==> config.mk <==
export PLATFORM = sky130hd
export DESIGN_NAME = gbp_ftq
export DESIGN_NICKNAME = d
export VERILOG_FILES = /design/src/rtl/gbp_ftq_pkg.sv /design/src/rtl/gbp_ftq.sv
export SDC_FILE = /design/constraint.sdc
export NUM_CORES = 1
export LEC_CHECK = 0
export CAP_MARGIN = 30
export CORE_MARGIN = 2
export CORE_UTILIZATION = 30
export CTS_CLUSTER_DIAMETER = 200
export DETAILED_ROUTE_END_ITERATION = 12
export GPL_TIMING_DRIVEN = 1
export PLACE_DENSITY_LB_ADDON = 0.15
export SETUP_SLACK_MARGIN = 0.1
export SLEW_MARGIN = 20
export SYNTH_ARGS = -nofsm -noshare
export SYNTH_HDL_FRONTEND = slang
export SYNTH_SLANG_ARGS = --single-unit
export TNS_END_PERCENT = 50
==> constraint.sdc <==
create_clock -name clk_i -period 3.7 [get_ports clk_i]
set_input_delay 0.555 -clock clk_i [delete_from_list [all_inputs] [get_ports clk_i]]
set_output_delay 0.555 -clock clk_i [all_outputs]
set_load 0.005 [all_outputs]
==> src/rtl/gbp_ftq_pkg.sv <==
// ============================================================================
// Module : gbp_ftq_pkg
// Brief  : Shared frontend types and widths for the gshare fetch-target queue.
// Rev    : 1.0  initial release
// ============================================================================
`default_nettype none

package gbp_ftq_pkg;

  // Configuration widths of the surrounding frontend (global predictor, VA).
  localparam int unsigned c_gp_idx_w = 10;
  localparam int unsigned c_vlen     = 39;

  typedef struct packed {
    logic                  valid;
    logic                  resolved;
    logic                  pred_taken;
    logic                  act_taken;
    logic [c_gp_idx_w-1:0] index;
    logic [c_vlen-1:0]     pc;
  } ftq_entry_t;

endpackage

`default_nettype wire

==> src/rtl/gbp_ftq.sv <==
// ============================================================================
// Module : gbp_ftq
// Brief  : In-order queue of gshare predictions awaiting resolution; retires
//          resolved heads as predictor updates.
// Rev    : 1.0  initial release
// ============================================================================
`default_nettype none

module gbp_ftq
  import gbp_ftq_pkg::*;
#(
  parameter int unsigned DEPTH = 8,
  parameter int unsigned IDX_W = c_gp_idx_w,
  parameter int unsigned VLEN  = c_vlen
) (
  input  logic                     clk_i,
  input  logic                     rst_ni,
  input  logic                     flush_i,
  input  logic                     debug_mode_i,
  input  logic                     push_valid_i,
  output logic                     push_ready_o,
  input  logic [VLEN-1:0]          push_pc_i,
  input  logic [IDX_W-1:0]         push_index_i,
  input  logic                     push_taken_i,
  output logic [$clog2(DEPTH)-1:0] push_id_o,
  input  logic                     resolve_valid_i,
  input  logic [$clog2(DEPTH)-1:0] resolve_id_i,
  input  logic                     resolve_taken_i,
  output logic                     resolve_mispredict_o,
  output logic                     update_valid_o,
  output logic [VLEN-1:0]          update_pc_o,
  output logic                     update_taken_o,
  output logic [IDX_W-1:0]         update_index_o,
  output logic [$clog2(DEPTH):0]   count_o
);

  localparam int unsigned c_ptr_w = $clog2(DEPTH);
  localparam logic [c_ptr_w:0] c_ptr_one = {{c_ptr_w{1'b0}}, 1'b1};

  // Pointers carry one extra wrap bit so full and empty are distinguishable.
  logic [c_ptr_w:0]   r_wr_ptr;
  logic [c_ptr_w:0]   r_rd_ptr;
  ftq_entry_t         r_ent [DEPTH];

  logic [c_ptr_w-1:0] w_wr_idx;
  logic [c_ptr_w-1:0] w_rd_idx;
  logic               w_full;
  logic               w_push;
  logic               w_res_ok;
  logic               w_pop;
  ftq_entry_t         w_head;
  ftq_entry_t         w_res_ent;

  assign w_wr_idx  = r_wr_ptr[c_ptr_w-1:0];
  assign w_rd_idx  = r_rd_ptr[c_ptr_w-1:0];
  assign w_full    = (w_wr_idx == w_rd_idx) && (r_wr_ptr[c_ptr_w] != r_rd_ptr[c_ptr_w]);
  assign w_head    = r_ent[w_rd_idx];
  assign w_res_ent = r_ent[resolve_id_i];

  assign w_push   = push_valid_i && !w_full;
  assign w_res_ok = resolve_valid_i && w_res_ent.valid && !w_res_ent.resolved;
  assign w_pop    = w_head.valid && w_head.resolved;

  assign push_ready_o         = !w_full;
  assign push_id_o            = w_wr_idx;
  assign count_o              = r_wr_ptr - r_rd_ptr;
  assign resolve_mispredict_o = w_res_ok && (resolve_taken_i != w_res_ent.pred_taken);

  // A retiring head in debug mode still pops, it just never trains the table.
  assign update_valid_o = w_pop && !debug_mode_i && !flush_i;
  assign update_pc_o    = VLEN'(w_head.pc);
  assign update_index_o = IDX_W'(w_head.index);
  assign update_taken_o = w_head.act_taken;

  always_ff @(posedge clk_i or negedge rst_ni) begin
    if (!rst_ni) begin
      r_wr_ptr <= '0;
      r_rd_ptr <= '0;
      for (int i = 0; i < int'(DEPTH); i++) begin
        r_ent[i] <= '0;
      end
    end else if (flush_i) begin
      r_wr_ptr <= '0;
      r_rd_ptr <= '0;
      for (int i = 0; i < int'(DEPTH); i++) begin
        r_ent[i].valid    <= 1'b0;
        r_ent[i].resolved <= 1'b0;
      end
    end else begin
      // Push, resolve and pop always address distinct slots: a pushed slot is
      // empty, a resolvable slot is unresolved, a popped slot is resolved.
      if (w_push) begin
        r_ent[w_wr_idx].valid      <= 1'b1;
        r_ent[w_wr_idx].resolved   <= 1'b0;
        r_ent[w_wr_idx].pred_taken <= push_taken_i;
        r_ent[w_wr_idx].act_taken  <= 1'b0;
        r_ent[w_wr_idx].index      <= c_gp_idx_w'(push_index_i);
        r_ent[w_wr_idx].pc         <= c_vlen'(push_pc_i);
        r_wr_ptr                   <= r_wr_ptr + c_ptr_one;
      end
      if (w_res_ok) begin
        r_ent[resolve_id_i].resolved  <= 1'b1;
        r_ent[resolve_id_i].act_taken <= resolve_taken_i;
      end
      if (w_pop) begin
        r_ent[w_rd_idx].valid    <= 1'b0;
        r_ent[w_rd_idx].resolved <= 1'b0;
        r_rd_ptr                 <= r_rd_ptr + c_ptr_one;
      end
    end
  end

endmodule

`default_nettype wire

==> Word-level counts from Yosys, hierarchy flattened <==
Cells that the tools add are included.
{ "totals": {"input_bits": 60, "elab_cells": 135, "output_inout_bits": 60, "reg_bits": 432} }
{ "classes": {"reduce_logical": 17, "eq_ne": 3, "mux": 53, "bitwise": 3, "magnitude_cmp": 6, "addsub": 3} }
{ "op_table": {"columns": ["op", "n"], "rows": [
  ["bitwise mux 424 bit", 10],
  ["2-to-1 mux 424 bit", 5],
  ["demux 53 bit (select 3 bit)", 10],
  ["binary-select mux 53 bit (select 3 bit)", 2],
  ["2-to-1 mux 53 bit", 6],
  ["2-to-1 mux 52 bit", 3],
  ["2-to-1 mux 50 bit", 2],
  ["2-to-1 mux 51 bit", 1],
  ["2-to-1 mux 49 bit", 1],
  ["2-to-1 mux 39 bit", 1],
  ["2-to-1 mux 2 bit", 8],
  ["2-to-1 mux 4 bit", 4],
  ["greater-or-equal comparator 4 bit, second input constant", 3],
  ["< comparator 4 x 1 -> 1 bit, second input constant", 3],
  ["inverter 3 -> 4 bit", 3],
  ["logical AND 1 bit", 11],
  ["adder 4 x 1 -> 4 bit, second input constant", 2],
  ["logical NOT 1 bit", 4],
  ["nonzero test 2 bit", 2],
  ["subtractor 4 bit", 1],
  ["equality test 3 bit", 1],
  ["!= test 1 bit", 2]
]} }

==> Longest topological paths before layout <==
{ "logic_depth": {"word_depth": 21, "mapped_depth": 11} }

==> Worst setup path after synthesis <==
Ideal clock, no wire load.
{ "synth_path": {"path_type": "flip-flop to flip-flop", "from": "register r_rd_ptr[1]", "to": "register with a tool-made name", "setup_time_ps": 125, "stages_incl_launch_ff": 11, "arrival_ps": 2576, "required_time_ps": 3575, "slack_ps": 999, "cell_sequence": "dfrtp_1 buf_6 inv_2 clkbuf_1 ha_1 nand3_1 o211ai_2 or4_1 buf_6 buf_12 mux2_4"} }
{ "synth_lines": {"columns": ["element", "line", "text"], "rows": [
  ["from (decl)", "gbp_ftq.sv:42", "logic [c_ptr_w:0] r_rd_ptr;"],
  ["from (signal assigned)", "gbp_ftq.sv:108", "r_rd_ptr <= r_rd_ptr + c_ptr_one;"]
]} }

==> Final worst setup path <==
{ "layout_path": {"from": "register r_rd_ptr[2]", "to": "output update_index_o[0]"} }
{ "layout_between": {"elab_chain_cells": 4} }
{ "layout_lines": {"columns": ["element", "line", "text"], "rows": [
  ["inverter 3 -> 4 bit (implied by the code)", "gbp_ftq.sv:57", "assign w_head = r_ent[w_rd_idx];"],
  ["binary-select mux 53 bit (select 3 bit)", "gbp_ftq.sv:57", null],
  ["2-to-1 mux 53 bit (implied by the code) (2 in a row)", "gbp_ftq.sv:57", null],
  ["to (decl)", "gbp_ftq.sv:33", "output logic [IDX_W-1:0] update_index_o,"]
]} }
No other way between the ends. The select of a mux whose other input is x is not followed.

==> run_results.csv <==
group,metric,value,unit
power_and_ir_drop,p_switching,3.15,mW
grt,grt_max_degree,112,
critical_path,end_kind,"primary output",
grt,antenna_found_initial,1,
logic_synthesis,ys.flop_type,"dfrtp_1",
clock_tree,clock-sinks,432,
die,die_h,266,µm
die,io_pins,120,
grt,grt_use_met1,0.256,
run_status,status,"completed",
routing,vias_per_cell,5.21,
grt,gr-usage-all-layers,0.179,
routing,drc_errors,0,
grt,grt_pass1_vias,13900,
cells_and_area,multi_input_area,9110,µm²
grt,busiest_layer,"met2",
cells_and_area,register_area,10800,µm²
timing,timing_worst_slew_pin_value,0.993,ns
logic_synthesis,synth_cells,1448,
place,dpl.hpwl,38.3,mm
routing,drtPass1Iterations,8,
logic_synthesis,syn_area,20700,µm²
cells_and_area,finish.utilization,0.365,
clock_tree,cts_root_buffer,"clkbuf_16",
die,rows,96,
power_and_ir_drop,pwr-share-seq,0.458,
clock_tree,path_clk_slew,0.06,ns
power_and_ir_drop,ir_drop,0.000310,V
cells_and_area,nets,1670,
logic_synthesis,ys_top_cells_by_area,"dfrtp_1, mux2_2, mux2_4",
run,drv_cap,0,
logic_synthesis,async_flop_share,1.00,
logic_synthesis,ys_types,69,
hold_path,hp-class,"input pin to asynchronous set/reset pin",
die,start_util,0.302,
power_and_ir_drop,pwr-share-clk,0.385,
power_and_ir_drop,switching_share,0.249,
place,portBuffers,119,
clock_tree,cts_htree_levels,2,
grt,grt_pass1_wl,94.7,mm
clock_tree,ctsHoldBuffers,0,
logic_synthesis,yosysWarnings,0,
logic_synthesis,ys_seq_elements,432,
place,gp_congestion,0.807,
timing,fin_skew,0.0237,ns
power_and_ir_drop,cellLeakagePower,11.5,nW
routing,ant_nets,0,
grt,met3_usage,0.0311,
timing,setup_viol,0,
timing,fin_crit,3.53,ns
logic_synthesis,synth_top_area_frac,0.523,
timing,timing.fmax,0.283,GHz
power_and_ir_drop,p_per_area,507,nW/µm²
cells_and_area,final_cell_mix,"dfrtp_1, mux2_2, mux2_4, clkdlybuf4s50_1, buf_4",
grt,grt_use_met2,0.280,
timing,tns,0,ns
place,place_area,23100,µm²
logic_synthesis,syn-num-nets,1514,
clock_tree,ctsLongestPathBuffers,3,
cells_and_area,areaGrowthSynthToFinish,20.7,%
timing,final_hold_viol_count,0,
timing,rsz0062_at_grt,"yes",
logic_synthesis,synth-edff-count,0,
routing,wirelength,63.1,mm
critical_path,arrival,2.98,ns
cells_and_area,final_common_cell,"dfrtp_1",
power_and_ir_drop,p_int,9.49,mW
routing,drt_iter0_markers,839,
critical_path,critPathKind,"flip-flop to primary output",
cells_and_area,drive_gt1_frac,0.377,
logic_synthesis,avgSynthCellArea,14.3,µm²
clock_tree,insertion_delay,0.60,ns
logic_synthesis,yosysTopAreaCell,"dfrtp_1",
logic_synthesis,ys_seq_area_frac,0.523,
timing,slew_headroom,0.338,
critical_path,cp.required,3.14,ns
power_and_ir_drop,combPwrFrac,0.157,
routing,post_drt_wl_per_cell,25.0,µm
die,chipWidth,266,µm
timing,finalMaxSlewViolations,0,
clock_tree,cts_tree,"built",
die,die_area,71000,µm²
clock_tree,cts_buffers,51,
cells_and_area,fin_area,24900,µm²
critical_path,crit_fanout,22,
die,fp.coreArea,68300,µm²
critical_path,crit_path_start_kind,"flip-flop",
grt,overflow,0,
cells_and_area,num_antenna_cells,0,
routing,vias,13100,
timing,fin_crit_sh,0.954,
cells_and_area,fillers,6510,
timing,fin_hold_ws,0.0624,ns
## logic make-up (layout without fill, tap and decap cells)
group	Yosys count	count (layout)	synth area share
AO/OA/AOI/OAI	219	219	0.0780
XOR/XNOR	8	8	0.00376
adder cells (fa/ha/maj)	6	6	0.00400
buffers and inverters	124	316	0.0405
flip-flops	432	432	0.523
multiplexers	512	512	0.316
AND/OR/NAND/NOR	147	147	0.0338
## through the flow
stage / total power, mW / instances / worst slack, ns
after floorplan: 6.97 / 1448 / 0.999
after global placement: 7.81 / 2424 / 0.193
after detailed placement: 7.87 / 2424 / 0.169
after CTS: 12.8 / 2519 / 0.111
after global routing: 13.2 / 2522 / 0.0547
final: 12.6 / 2522 / 0.169
## power by group through the flow
stage	Sequential, mW	Combinational [mW]	Clock [mW]
2_1_floorplan	5.75	1.23	0
3_3_place_gp	5.83	1.97	0
3_5_place_dp	5.86	2.01	0
4_1_cts	5.78	2.03	5.01
5_1_grt	5.87	2.18	5.19
6_report	5.79	1.99	4.86
## worst max-delay path, stage by stage, from the launching register on
cell,delay [ns]
dfrtp_4,0.56
buf_16,0.21
nor2b_2,0.22
buf_4,0.20
a221oi_1,0.34
a21oi_1,0.08
a221o_1,0.31
clkdlybuf4s50_1,0.46
## timing repair
item,CTS,global route
resized for setup,16,10
cloned,2,1
endpoints found under the setup margin,44,10
setup buffers,4,2
## cell type report
class	count	share of cell area
flip-flops and latches	432	0.434
multi-input cells	892	0.365
repair buffers	212	0.0896
clock buffers	76	0.0598
well taps	882	0.0443
clock inverters	13	0.00442
inverters	15	0.00256
## metal layers
metal | up-vias | share of wire
li1 | 5752 | -
met3 | 88 | 0.044
met2 | 280 | 0.45
met4 | 2 | 0.021
met5 | - | 0.00021
met1 | 7009 | 0.48
## cells in the mapped netlist (7+ instances only)
master,instances
a21oi_1,42
a221o_1,10
a221oi_1,58
a222oi_1,8
a22oi_1,34
buf_12,15
buf_2,51
clkbuf_1,26
dfrtp_1,432
inv_1,12
mux2_1,54
mux2_2,252
mux2_4,147
mux2i_1,36
mux4_2,22
nand2_1,41
nand3_1,11
nor2_1,49
nor3_1,12
o21ai_0,18
o21ai_1,8
o22ai_1,7
## worst paths after layout
check / start / end / slack [ns] / depth (start not counted)
worst max-delay path: r_rd_ptr[2] / update_index_o[0] / 0.17 / 7
worst min-delay path: rst_ni / asynchronous set/reset pin / 0.06 / 1
worst max register to register: r_wr_ptr[0] / flip-flop / 0.81 / 7
worst min register to register: flip-flop / flip-flop / 0.49 / 1
max in group asynchronous: rst_ni / asynchronous set/reset pin / 2.65 / 2
min in group clk_i: flip-flop / flip-flop / 0.49 / 1
Note: power is estimated with default switching activity, not from simulation.
